**src/rtl/prng_ctrl_pkg.sv**
```systemverilog
// Shared definitions for the PRNG key-issue controller: FSM state encoding,
// key width, seed hold length and a saturating counter helper.
package prng_ctrl_pkg;

  localparam int KEY_W         = 128;
  localparam int SEED_HOLD_CYC = 4;
  localparam int CNT_W         = 16;

  typedef enum logic [2:0] {
    ST_IDLE    = 3'd0,
    ST_SEED    = 3'd1,
    ST_WARM    = 3'd2,
    ST_READY   = 3'd3,
    ST_ISSUE   = 3'd4,
    ST_COOL    = 3'd5,
    ST_EXHAUST = 3'd6
  } state_t;

  // Increment that sticks at all-ones instead of wrapping.
  function automatic logic [CNT_W-1:0] sat_inc(input logic [CNT_W-1:0] v);
    return (v == {CNT_W{1'b1}}) ? v : v + {{(CNT_W-1){1'b0}}, 1'b1};
  endfunction

endpackage

```
**src/rtl/prng_ctrl_rr_arbiter.sv**
```systemverilog
// Round-robin arbiter: one-hot winner chosen combinationally, searching from
// the registered pointer; the pointer moves past the winner on advance.
module rr_arbiter
  import prng_ctrl_pkg::*;
#(
  parameter int NUM_REQ = 4,
  parameter int PTR_W   = (NUM_REQ > 1) ? $clog2(NUM_REQ) : 1
) (
  input  logic               clk,
  input  logic               reset,
  input  logic               clear,
  input  logic [NUM_REQ-1:0] req,
  input  logic               advance,
  output logic [NUM_REQ-1:0] winner,
  output logic [PTR_W-1:0]   ptr
);

  logic [PTR_W-1:0]     ptr_reg;
  logic [PTR_W-1:0]     ptr_next;
  logic [PTR_W-1:0]     win_idx;
  logic [2*NUM_REQ-1:0] req_dbl;
  logic [2*NUM_REQ-1:0] win_dbl;
  logic [NUM_REQ-1:0]   req_rot;
  logic [NUM_REQ-1:0]   win_rot;

  // Rotate requests so the pointer sits at bit 0, isolate the lowest set bit,
  // then rotate the single winner back into requester positions.
  always_comb begin
    req_dbl = {req, req} >> ptr_reg;
    req_rot = req_dbl[NUM_REQ-1:0];
    win_rot = req_rot & (-req_rot);
    win_dbl = {{NUM_REQ{1'b0}}, win_rot} << ptr_reg;
    winner  = win_dbl[NUM_REQ-1:0] | win_dbl[2*NUM_REQ-1:NUM_REQ];
  end

  // Encode the winner and compute the slot after it (wrapping at NUM_REQ).
  always_comb begin
    win_idx = '0;
    for (int i = 0; i < NUM_REQ; i++) begin
      if (winner[i]) win_idx = PTR_W'(i);
    end
    ptr_next = (win_idx == PTR_W'(NUM_REQ - 1)) ? '0 : win_idx + {{(PTR_W-1){1'b0}}, 1'b1};
  end

  // Pointer register: cleared on reset or new seed, advanced on each grant.
  always_ff @(posedge clk) begin
    if (!reset) begin
      ptr_reg <= '0;
    end else if (clear) begin
      ptr_reg <= '0;
    end else if (advance && (|req)) begin
      ptr_reg <= ptr_next;
    end
  end

  assign ptr = ptr_reg;

endmodule

```
**src/rtl/prng_ctrl.sv**
```systemverilog
// PRNG key-issue controller: seeds and warms an external generator, then
// hands out one generator key per grant to NUM_REQ round-robin requesters.
// Build option: PRNG_CTRL_RESEED_EN enables the reseed-required (EXHAUST)
// stop after RESEED_INTERVAL keys; without it issuing is unlimited.
module prng_ctrl
  import prng_ctrl_pkg::*;
#(
  parameter int NUM_REQ         = 4,
  parameter int REFRESH_CYC     = 4,
  parameter int RESEED_INTERVAL = 1024
) (
  input  logic               clk,
  input  logic               reset,
  input  logic [KEY_W-1:0]   seed_in,
  input  logic               seed_load,
  input  logic [NUM_REQ-1:0] req,
  output logic [NUM_REQ-1:0] gnt,
  output logic [KEY_W-1:0]   key_out,
  output logic               key_valid,
  output logic               prng_reset,
  output logic               prng_enable,
  output logic [KEY_W-1:0]   prng_seed,
  input  logic [KEY_W-1:0]   prng_key,
  output logic               ready,
  output logic               reseed_req
);

  localparam int PTR_W = (NUM_REQ > 1) ? $clog2(NUM_REQ) : 1;
  localparam logic [CNT_W-1:0] SEED_LAST  = CNT_W'(SEED_HOLD_CYC - 1);
  localparam logic [CNT_W-1:0] WARM_LAST  = CNT_W'(REFRESH_CYC - 1);
  localparam logic [CNT_W-1:0] COOL_LAST  = CNT_W'(REFRESH_CYC - 2);
  localparam logic [CNT_W-1:0] RESEED_LIM = CNT_W'(RESEED_INTERVAL);

  state_t               state_reg;
  state_t               state_next;
  logic [CNT_W-1:0]     cyc_reg;
  logic [KEY_W-1:0]     seed_reg;
  logic [KEY_W-1:0]     key_reg;
  logic [NUM_REQ-1:0]   gnt_sel_reg;
  logic [CNT_W-1:0]     issue_cnt_reg;
  logic [CNT_W-1:0]     issue_cnt_inc;
  logic [NUM_REQ-1:0]   arb_winner;
  logic [PTR_W-1:0]     arb_ptr;
  logic                 any_req;
  logic                 arb_fire;
  logic                 issue_live;
  logic                 reseed_due;
  logic                 unused_dbg;

  assign any_req       = |req;
  assign issue_cnt_inc = sat_inc(issue_cnt_reg);
  // Arbitration happens exactly when the FSM is about to enter ISSUE.
  assign arb_fire      = (state_next == ST_ISSUE);

`ifdef PRNG_CTRL_RESEED_EN
  localparam bit RESEED_EN = 1'b1;
  assign reseed_due = (issue_cnt_inc >= RESEED_LIM);
  assign unused_dbg = ^arb_ptr;
`else
  localparam bit RESEED_EN = 1'b0;
  assign reseed_due = 1'b0;
  // Issue counter and pointer are debug-only state in this build.
  assign unused_dbg = ^{arb_ptr, issue_cnt_reg, RESEED_LIM};
`endif

  rr_arbiter #(
    .NUM_REQ (NUM_REQ),
    .PTR_W   (PTR_W)
  ) u_arb (
    .clk     (clk),
    .reset   (reset),
    .clear   (seed_load),
    .req     (req),
    .advance (arb_fire),
    .winner  (arb_winner),
    .ptr     (arb_ptr)
  );

  // State register.
  always_ff @(posedge clk) begin
    if (!reset) begin
      state_reg <= ST_IDLE;
    end else begin
      state_reg <= state_next;
    end
  end

  // Next-state logic; seed_load overrides everything, including arbitration.
  // The last COOL cycle doubles as an arbitration slot so back-to-back
  // issues are exactly REFRESH_CYC apart.
  always_comb begin
    state_next = state_reg;
    if (seed_load) begin
      state_next = ST_SEED;
    end else begin
      case (state_reg)
        ST_IDLE:    state_next = ST_IDLE;
        ST_SEED:    if (cyc_reg == SEED_LAST) state_next = ST_WARM;
        ST_WARM:    if (cyc_reg == WARM_LAST) state_next = ST_READY;
        ST_READY:   if (any_req) state_next = ST_ISSUE;
        ST_ISSUE:   state_next = reseed_due ? ST_EXHAUST : ST_COOL;
        ST_COOL:    if (cyc_reg == COOL_LAST) state_next = any_req ? ST_ISSUE : ST_READY;
        ST_EXHAUST: state_next = ST_EXHAUST;
        default:    state_next = ST_IDLE;
      endcase
    end
  end

  // Output decode; a grant is dropped in the same cycle as reset or seed_load.
  always_comb begin
    prng_reset  = 1'b0;
    prng_enable = 1'b0;
    ready       = 1'b0;
    reseed_req  = 1'b0;
    issue_live  = 1'b0;
    case (state_reg)
      ST_IDLE, ST_SEED: prng_reset = 1'b1;
      ST_WARM, ST_COOL: prng_enable = 1'b1;
      ST_READY: begin
        prng_enable = 1'b1;
        ready       = 1'b1;
      end
      ST_ISSUE: begin
        prng_enable = 1'b1;
        issue_live  = reset & ~seed_load;
      end
      ST_EXHAUST: begin
        prng_enable = 1'b1;
        reseed_req  = RESEED_EN;
      end
      default: prng_reset = 1'b1;
    endcase
  end

  // Per-state dwell counter, restarted on every state change or new seed.
  always_ff @(posedge clk) begin
    if (!reset) begin
      cyc_reg <= '0;
    end else if (seed_load || (state_next != state_reg)) begin
      cyc_reg <= '0;
    end else begin
      cyc_reg <= cyc_reg + {{(CNT_W-1){1'b0}}, 1'b1};
    end
  end

  // Seed latch, captured key/winner at arbitration, and the issue counter.
  always_ff @(posedge clk) begin
    if (!reset) begin
      seed_reg      <= '0;
      key_reg       <= '0;
      gnt_sel_reg   <= '0;
      issue_cnt_reg <= '0;
    end else begin
      if (seed_load) begin
        seed_reg <= seed_in;
      end
      if (arb_fire) begin
        key_reg     <= prng_key;
        gnt_sel_reg <= arb_winner;
      end
      if (seed_load) begin
        issue_cnt_reg <= '0;
      end else if (state_reg == ST_ISSUE) begin
        issue_cnt_reg <= issue_cnt_inc;
      end
    end
  end

  generate
    for (genvar gi = 0; gi < NUM_REQ; gi++) begin : g_gnt
      assign gnt[gi] = issue_live & gnt_sel_reg[gi];
    end
  endgenerate

  assign key_valid = issue_live;
  assign key_out   = key_reg;
  assign prng_seed = seed_reg;

endmodule

```
**config.mk**
```make
export PLATFORM = sky130hd
export DESIGN_NAME = prng_ctrl
export DESIGN_NICKNAME = d
export VERILOG_FILES = /design/src/rtl/prng_ctrl_pkg.sv /design/src/rtl/prng_ctrl_rr_arbiter.sv /design/src/rtl/prng_ctrl.sv
export SDC_FILE = /design/constraint.sdc
export NUM_CORES = 1
export LEC_CHECK = 0
export BUFFER_PORTS_ARGS = -buffer_cell sky130_fd_sc_hd__clkbuf_2
export CAP_MARGIN = 10
export CORE_AREA = 2 2 202 204
export CTS_BUF_LIST = sky130_fd_sc_hd__clkbuf_16
export DETAILED_ROUTE_END_ITERATION = 10
export DIE_AREA = 0 0 204 206
export GPL_ROUTABILITY_DRIVEN = 0
export MAX_ROUTING_LAYER = met4
export PLACE_DENSITY_LB_ADDON = 0.3
export REMOVE_ABC_BUFFERS = 1
export SLEW_MARGIN = 0
export SYNTH_ARGS = -nofsm -noshare
export SYNTH_HDL_FRONTEND = slang
export SYNTH_HIERARCHICAL = 1
export SYNTH_SLANG_ARGS = --single-unit
export TNS_END_PERCENT = 1
```
**constraint.sdc**
```tcl
create_clock -name clk -period 2.48 [get_ports clk]
set_input_delay 0.372 -clock clk [delete_from_list [all_inputs] [get_ports clk]]
set_output_delay 0.372 -clock clk [all_outputs]
set_load 0.1 [all_outputs]
```
==> impl_metrics.tcl <==
set metrics [dict create \
    status "finished with violations" \
    violations "setup timing" \
    cts_tree "built" \
    slew_headroom_pct 35.6 \
    yosys_warnings 6 \
    synth_edf_count 0 \
    place_area_mm2 0.0145 \
    cts.clk_slew.worst_paths_ps 60 \
    pre_cts_ws_ps -211 \
    die_x_um 204 \
    grt_overflow 0 \
    rsz0062_at_grt "true" \
    hold_class "in -> reg" \
    swShare_pct 29.9 \
    seq_area_frac_synth_pct 51.2 \
    path_buf_inv 3 \
    dp_hpwl_um 25700 \
    slowest_stage "a2111oi_4" \
    synth_compound_area_share_pct 1.75 \
    worstMarginPinSlew_ps 966 \
    layout_setup_ws_ps -98.5 \
    io_pins 528 \
    grt.busiest_layer "met2" \
    drive_gt1_share_pct 38.0 \
    p_per_area_mw_per_mm2 698 \
    syn_area_mm2 0.0110 \
    startpoint_type "flip-flop" \
    first_iter_violations 394 \
    h-tree-depth 2 \
    vdd.ir_drop.worst_mv 0.407 \
    clock-sinks 281 \
    synth-adder-area-share_pct 0.228 \
    area_growth_pct 43.5 \
    firstDrtPassIters 4 \
    grt_pass1_wl_um 51400 \
    postCtsHoldBufs 0 \
    critPathMaxFanout 16 \
    synth-xor-area-share_pct 1.12 \
    core_area_mm2 0.0402 \
    fin_skew_ps 23.4 \
    drt-total-wl_um 34100 \
    grt_pass1_vias 9585 \
    ant_nets 0 \
    drt-vias-per-instance 4.30 \
    grt_max_degree 127 \
    cp.required_ps 2920 \
    synth_top_family_by_area "multiplexers" \
    clock_path_buffers 3 \
    finalSetupTns_ps -5490 \
    synth_flop_cell "dfxtp_1" \
    num_vias 9707 \
    cellLeakagePower_nw 7.43 \
    nets 1963 \
    grt_usage_pct 16.0 \
    comb_power_share_pct 15.7 \
    met2_usage_pct 28.2 \
    yosys.area_share.simple_pct 17.8 \
    synth_seq_cells 281 \
    use_met1_pct 17.5 \
    synthMuxAreaShare_pct 23.8 \
    netlist-cell-type-count 46 \
    cts_buffers 34 \
    max_freq_ghz 0.388 \
    antenna_found_initial 0 \
    die_h_um 206 \
    crit_type "reg -> reg" \
    drv_cap 0 \
    io_buffers 526 \
    rows 74 \
    crit_family "simple AND/OR/NAND/NOR gates" \
    root_buffer "clkbuf_16" \
    fin_crit_ps 2580 \
    period_share_pct 104 \
    die_area_mm2 0.0420 \
    clkPwrFrac_pct 41.6 \
    pwr-share-seq_pct 42.8 \
    syn_inst 1150 \
    fin_area_mm2 0.0158 \
    grtUsageMet3_pct 4.92 \
    crit_path_max_incr_delay_ps 410 \
    avgRoutedWirePerCell_um 15.1 \
    power.internal_w 0.00771 \
    finalHoldViolCount 0 \
    async_reset_ff_share_pct 0 \
    maxSlewViolCount 0 \
    avgSynthCellArea_um2 9.55 \
    start_util_pct 27.3 \
    insertion_delay_ps 520 \
    setup_viol_count_final 121 \
    drc_errors 0 \
    critPathCaptureType "flip-flop" \
    crit_arrival_ps 3020 \
    cp_cell_sequence "nor4_4 > nand4_2 > a2111oi_4 > nand3_2 > nor4_4 > buf_4 > buf_12 > buf_12 > mux2i_1" \
    n_antenna_cell 0 \
    switching_power_w 0.00329 \
]
[worst register-to-register path: cells and delay by family (launching register included)]
kind                   cells  cell delay, ps
AOI/OAI and AO/OA          1             410
buffers and inverters      3             570
DFF                        1             340
muxes                      1             210
and+or+nand+nor            4             970
[synth_stat cells, types with 3 or more instances]
cell / number / area, um^2
buf_8: 8 / 120
nor3b_1: 3 / 22.5
nand2b_1: 4 / 25.0
a21oi_1: 7 / 35.0
nand2_1: 280 / 1050
nor2_1: 161 / 604
and3_1: 3 / 18.8
mux2i_1: 261 / 2610
clkbuf_1: 50 / 188
xnor2_1: 7 / 61.3
inv_1: 5 / 18.8
dfxtp_1: 281 / 5630
buf_1: 12 / 45.0
nor2b_1: 4 / 25.0
nand3_1: 6 / 30.0
xor2_1: 7 / 61.3
buf_4: 7 / 52.6
and2_1: 7 / 43.8
[through the flow]
stage                     hold slack, ps  instances  util [%]  power, W
final                               77.1       2255      39.2    0.0110
after global routing                47.2       2255      39.2    0.0115
after CTS                           33.1       2252      39.0    0.0112
after detailed placement             446       2185      36.1   0.00654
after global placement               442       2185      36.1   0.00652
after floorplan                      430       1071         -   0.00596
[path summary, 6_finish.rpt]
kind	startpoint	endpoint	depth (start not counted)	slack, ps
max	cyc_reg[11]	key_out[76]	9	-100
min	prng_key[123]	key_out[123]	3	80
max reg2reg	cyc_reg[11]	key_out[76]	9	-100
min reg2reg	key_out[13]	key_out[13]	2	450
[cells in the final DEF, fill, tap and decap left out, types with 2 or more instances in the layout]
cell type	synthesis	final
mux2i_1	261	261
xor2_1	7	7
buf_12	0	16
buf_16	0	3
xnor2_1	7	7
nor4_4	2	3
clkinv_1	0	12
o211ai_1	2	2
nand3_1	6	5
o32ai_2	1	2
nor2b_1	4	4
nor3b_2	0	2
buf_6	0	8
buf_4	7	44
dfxtp_1	281	278
a21oi_1	7	7
nor2_1	161	161
clkbuf_2	0	519
dfxtp_2	0	3
clkbuf_16	0	36
nand2_1	280	279
and2_1	7	7
ha_1	2	2
and3_1	3	3
o22ai_1	2	2
o21ai_0	2	2
inv_1	5	9
clkinv_2	0	5
nand2b_1	4	4
nand4_1	2	2
o221a_1	2	2
[power by group through the flow]
stage | registers (W) | clock network, W | logic [W]
2_1_floorplan | 0.00568 | 0 | 0.000279
3_3_place_gp | 0.00480 | 0 | 0.00172
3_5_place_dp | 0.00480 | 0 | 0.00173
4_1_cts | 0.00471 | 0.00475 | 0.00174
5_1_grt | 0.00472 | 0.00494 | 0.00181
6_report | 0.00471 | 0.00457 | 0.00172
[area by class of cell]
cell class / instances / area [um^2]
fill: 4124 / 24400
sequential: 281 / 5630
multi-input combinational: 784 / 4970
timing repair buffer: 591 / 3450
clock buffer: 35 / 876
tap: 532 / 666
clock inverter: 26 / 144
inverter: 6 / 25.0
[per-layer routing]
layer / share of wire, % / vias to the layer above
met5: 0 / -
met4: 1.6 / 0
met3: 8.3 / 34
met2: 50 / 366
met1: 40 / 4443
li1: - / 4864
[cell families after synthesis]
| group | Yosys count |
|---|---|
| XOR/XNOR | 14 |
| flip-flops | 281 |
| adder cells (fa/ha/maj) | 2 |
| buffers and inverters | 85 |
| other | 1 |
| multiplexers | 261 |
| AND/OR/NAND/NOR | 482 |
| AO/OA/AOI/OAI | 24 |
[what timing repair did]
item / CTS / global route
gates resized for setup: 13 / 8
hold endpoints to repair: 0 / 0
setup endpoints to repair: 131 / 132
gates cloned: 3 / 1
setup buffers: 3 / 3
pin swaps: 8 / 4
Note: power is estimated with default switching activity, not from simulation.
